==> config.mk <==
export PLATFORM = sky130hd
export DESIGN_NAME = anubis_dec_key_sched
export DESIGN_NICKNAME = d
export VERILOG_FILES = /design/src/rtl/anubis_dec_key_sched.sv
export SDC_FILE = /design/constraint.sdc
export NUM_CORES = 2
export LEC_CHECK = 0
export ABC_AREA = 1
export BUFFER_PORTS_ARGS = -buffer_cell sky130_fd_sc_hd__buf_2
export CORE_AREA = 2 2 494 496
export CTS_CLUSTER_SIZE = 10
export DETAILED_ROUTE_END_ITERATION = 8
export DIE_AREA = 0 0 496 498
export SLEW_MARGIN = 15
export SYNTH_ARGS = -nofsm -noshare
export SYNTH_HDL_FRONTEND = slang
export SYNTH_SLANG_ARGS = --single-unit
==> constraint.sdc <==
create_clock -name clk -period 32.2 [get_ports clk]
set_input_delay 3.22 -clock clk [delete_from_list [all_inputs] [get_ports clk]]
set_output_delay 3.22 -clock clk [all_outputs]
set_load 0.03 [all_outputs]
==> src/rtl/anubis_dec_key_sched.sv <==
// Anubis decryption key scheduler: buffers the R+1 encryption round keys, then streams them
// back in reverse order with theta applied to every inner key.
module anubis_dec_key_sched #(
    parameter int unsigned NUM_ROUNDS = 12,
    parameter int unsigned IDX_W      = 5
) (
    input  logic             clk,
    input  logic             rst_n,
    input  logic             in_valid,
    output logic             in_ready,
    input  logic [127:0]     in_key,
    output logic             out_valid,
    input  logic             out_ready,
    output logic [127:0]     out_key,
    output logic [IDX_W-1:0] out_idx,
    output logic             out_last,
    output logic             busy
);

    localparam int unsigned PtrW = $clog2(NUM_ROUNDS + 1);
    localparam logic [IDX_W-1:0] RIdx = IDX_W'(NUM_ROUNDS);

    if ((2 ** IDX_W) <= NUM_ROUNDS) begin : g_bad_idx_w
        $error("IDX_W too narrow for NUM_ROUNDS");
    end

    typedef enum logic [1:0] {
        StLoad,
        StEmit,
        StDrain
    } state_e;

    // GF(2^8) doubling modulo x^8+x^4+x^3+x^2+1.
    function automatic logic [7:0] xtime(input logic [7:0] v);
        return {v[6:0], 1'b0} ^ (v[7] ? 8'h1D : 8'h00);
    endfunction

    function automatic logic [31:0] theta_row(input logic [31:0] a);
        logic [7:0] a0, a1, a2, a3;
        logic [7:0] r0, r1, r2, r3;
        a0 = a[31:24];
        a1 = a[23:16];
        a2 = a[15:8];
        a3 = a[7:0];
        r0 = xtime(a1 ^ a3);
        r1 = xtime(a0 ^ a2);
        r2 = xtime(xtime(a2 ^ a3));
        r3 = xtime(xtime(a0 ^ a1));
        return {a0 ^ r0 ^ r2, a1 ^ r1 ^ r2, a2 ^ r0 ^ r3, a3 ^ r1 ^ r3};
    endfunction

    function automatic logic [127:0] theta(input logic [127:0] k);
        logic [127:0] res;
        res = '0;
        for (int j = 0; j < 4; j++) begin
            res[127-32*j -: 32] = theta_row(k[127-32*j -: 32]);
        end
        return res;
    endfunction

    state_e             state_q, state_d;
    logic [IDX_W-1:0]   count_q, count_d;
    logic [IDX_W-1:0]   rp_q, rp_d;
    logic               out_valid_q, out_valid_d;
    logic [127:0]       out_key_q, out_key_d;
    logic [IDX_W-1:0]   out_idx_q, out_idx_d;
    logic               out_last_q, out_last_d;
    logic               wr_en;
    logic [127:0]       rd_key;
    logic [127:0]       buf_q [NUM_ROUNDS+1];

    assign rd_key = buf_q[rp_q[PtrW-1:0]];

    always_comb begin
        state_d     = state_q;
        count_d     = count_q;
        rp_d        = rp_q;
        out_valid_d = out_valid_q;
        out_key_d   = out_key_q;
        out_idx_d   = out_idx_q;
        out_last_d  = out_last_q;
        wr_en       = 1'b0;
        unique case (state_q)
            StLoad: begin
                if (in_valid) begin
                    wr_en = 1'b1;
                    if (count_q == RIdx) begin
                        count_d = '0;
                        rp_d    = RIdx;
                        state_d = StEmit;
                    end else begin
                        count_d = count_q + 1'b1;
                    end
                end
            end
            StEmit: begin
                // Loading in the same cycle as the handshake keeps the stream bubble-free.
                if (!out_valid_q || out_ready) begin
                    out_key_d   = (rp_q == RIdx || rp_q == '0) ? rd_key : theta(rd_key);
                    out_idx_d   = RIdx - rp_q;
                    out_last_d  = (rp_q == '0);
                    out_valid_d = 1'b1;
                    if (rp_q == '0) begin
                        state_d = StDrain;
                    end else begin
                        rp_d = rp_q - 1'b1;
                    end
                end
            end
            StDrain: begin
                if (out_ready) begin
                    out_valid_d = 1'b0;
                    out_last_d  = 1'b0;
                    state_d     = StLoad;
                end
            end
            default: state_d = StLoad;
        endcase
    end

    always_ff @(posedge clk or negedge rst_n) begin
        if (!rst_n) begin
            state_q     <= StLoad;
            count_q     <= '0;
            rp_q        <= '0;
            out_valid_q <= 1'b0;
            out_key_q   <= '0;
            out_idx_q   <= '0;
            out_last_q  <= 1'b0;
        end else begin
            state_q     <= state_d;
            count_q     <= count_d;
            rp_q        <= rp_d;
            out_valid_q <= out_valid_d;
            out_key_q   <= out_key_d;
            out_idx_q   <= out_idx_d;
            out_last_q  <= out_last_d;
        end
    end

    // Key storage needs no reset; it is always fully rewritten before being read.
    always_ff @(posedge clk) begin
        if (wr_en) begin
            buf_q[count_q[PtrW-1:0]] <= in_key;
        end
    end

    assign in_ready  = (state_q == StLoad);
    assign out_valid = out_valid_q;
    assign out_key   = out_key_q;
    assign out_idx   = out_idx_q;
    assign out_last  = out_last_q;
    assign busy      = (state_q != StLoad) || (count_q != '0);

endmodule

==> results.md <==
* Die area at 247000 µm²
* CP arrival at 6.79 ns
* Post-synth ARST share at 0.08117
* H-tree depth at 4
* CTS Root Cell: clkbuf_16
* Peak Freq at 157.8 MHz
* Synth Instances at 9090
* Worst setup path class: input pin to flip-flop
* Worst path required time at between 30 and 40 ns
* Status: completed
* Core area at 241900 µm²
* Most common cell after layout, fill and taps aside: nand2_1
* Starting Density at 0.3488
* Area contributors post-synth: edfxtp_1, nand2_1, nand3_1, dfrtp_1, nor2_1
* # Post-CTS Setup Buffers at 0
* Maximum Capacitance Violations at 0
* Yosys cell types at 36
* Seq/Total Area, Yosys at 0.6358
* Utilization after layout at 0.3920
* Synth warn at 0
* Measured slew at the worst slew-check pin at 1.234 ns
* Mapped Nets at between 9000 and 10000
* Max Fanout on Critical Path at 46
* Vias per cell at 5.161
* Worst skew pair latency at 0.87 ns
* Layout cells sized above 1 at 0.07422
* First-pass DRT Iterations at 6
* EDFF count, synth at 1664
* Area share of the largest cell type after synthesis at 0.5922
* Fin. Hold Viols at 0
* Die height at 498 µm
* Area growth syn-to-layout at 12.36%
* CTS tree: yes
* Slew headroom at 0.1743
* Syn Std Cell Area at 84370 µm²
* Final HPWL DP at 174400 µm
* Reg clk slew, reported paths at about 0.050 ns
* Post-CTS Resized at 0
* Largest net degree at the start of global routing at ~170
* First-pass GRT wire length at between 400000 and 500000 µm
* Nets at 9381
* Mean post-synth cell area at a little over 9 µm²
* Commonest non-fill, non-tap cells in the layout: nand2_1, edfxtp_1, nand3_1
* Die W at 496 µm
* Clock Tree Buf Depth at 3
* Slew Limit Fails at 0
* Crit. End Element: flip-flop
* Remaining Overflow, GRT at 0
* Area leader, netlist: edfxtp_1
* Floorplan row count at around 180
* Commonest register cell after synthesis: edfxtp_1
* Initial antenna violation count at between 60 and 70
* Post-route DRC at 0
* Worst min path class: flip-flop to flip-flop
* #FFs+latches synth at between 1500 and 2000
* # setup viols final at 0
* First DRT Iteration DRCs at 7000
* DR vias at 64960
* Total track usage at 0.2237
* CTS Buf Count at 206
* Crit start category: input pin
* Buffers added on ports at roughly 270
* Final GP Congestion at approximately 0.9
* Clock net sink count at roughly 1800
* Min Tclk post-route at roughly 6.3 ns
* Antenna Nets Post-Route at 0
* Vias in the first global route at 59750
* Mean routed wirelength per cell at between 20 and 25 µm
* Total Routed Length at 282600 µm
* RSZ-0062 raised after global routing: false
* Final Skew at 0.06548 ns
* Ports at ~270
* Setup tns final at 0 ns
* Final Cycle Share at 0.1968
* Hold-fix buffers, CTS at 0
[area by class of cell]
cell class	count	area, µm²
fill	23440	147100
sequential	1811	53660
multi-input combinational	6302	26700
clock buffer	301	5584
tap	3202	4006
timing repair buffer	361	2196
inverter	561	2135
clock inverter	28	476.7
antenna	20	50.05
[logic make-up after synthesis]
family	Yosys count	synth area share
AND/OR/NAND/NOR	5548	0.2636
flip-flops	1811	0.6358
buffers and inverters	977	0.04910
AO/OA/AOI/OAI	673	0.04201
XOR/XNOR	75	0.008586
adder cells (fa/ha/maj)	6	0.0008897
[per-stage QoR]
step	hold WS, ns	std cells	cell area [µm²]	setup WS (ns)
2_1_floorplan	0.5065	9090	84370	19.33
3_3_place_gp	0.4597	12240	88700	25.11
3_5_place_dp	0.4619	12240	88700	24.99
4_1_cts	0.4772	12570	94760	25.89
5_1_grt	0.5037	12570	94770	25.69
6_report	0.4732	12590	94810	25.86
[worst max-delay path, stage by stage]
cell     delay, ns
buf_2         0.08
nand2_1       0.29
inv_1         0.31
nand2_1       0.29
nor2_4        0.90
buf_4         0.79
buf_4         0.81
[synthesized netlist by cell type, types with 12 or more instances]
| cell | n |
|---|---|
| buf_2 | 212 |
| nor2_1 | 746 |
| nand2_1 | 3872 |
| buf_6 | 12 |
| xnor2_1 | 40 |
| inv_2 | 23 |
| buf_1 | 55 |
| inv_1 | 535 |
| nand3_1 | 808 |
| clkbuf_1 | 107 |
| nand4_1 | 61 |
| nand3_2 | 25 |
| buf_4 | 29 |
| o22ai_1 | 15 |
| o21ai_1 | 173 |
| o21ai_0 | 375 |
| xor2_1 | 26 |
| a21oi_1 | 47 |
| o211ai_1 | 47 |
| edfxtp_1 | 1664 |
| dfrtp_1 | 147 |
[registers in the layout, summed over array words and instances (netlist names)]
signal and count:
count_q 5, out_idx 5, state_q 2, rp_q 5, buf_q 1664, out_last 1, out_valid 1, out_key 128
[layer usage]
layer  global-route usage  vias up  share of wire
li1                     -    30280              -
met1               0.2965    31200           0.41
met2               0.3523     2874           0.45
met3              0.04780      552          0.091
met4              0.09752       48          0.046
met5                    0        -         0.0011
[path summary, 6_finish.rpt]
check	start	to	slack (ns)	cells after the start
max in group asynchronous	rst_n	out_key[106]	28.24	2
hold / removal	out_key[60]	out_key[60]	0.47	2
min in group asynchronous	rst_n	out_key[64]	2.47	1
setup reg to reg	rp_q[0]	out_key[36]	26.22	19
hold reg to reg	out_key[60]	out_key[60]	0.47	2
setup / recovery	in_valid	buf_q[3][113]	25.86	7
Power is left out: the tool's default activity adds up to more than one toggle a clock period on the data nets, which glitch-free logic cannot reach.
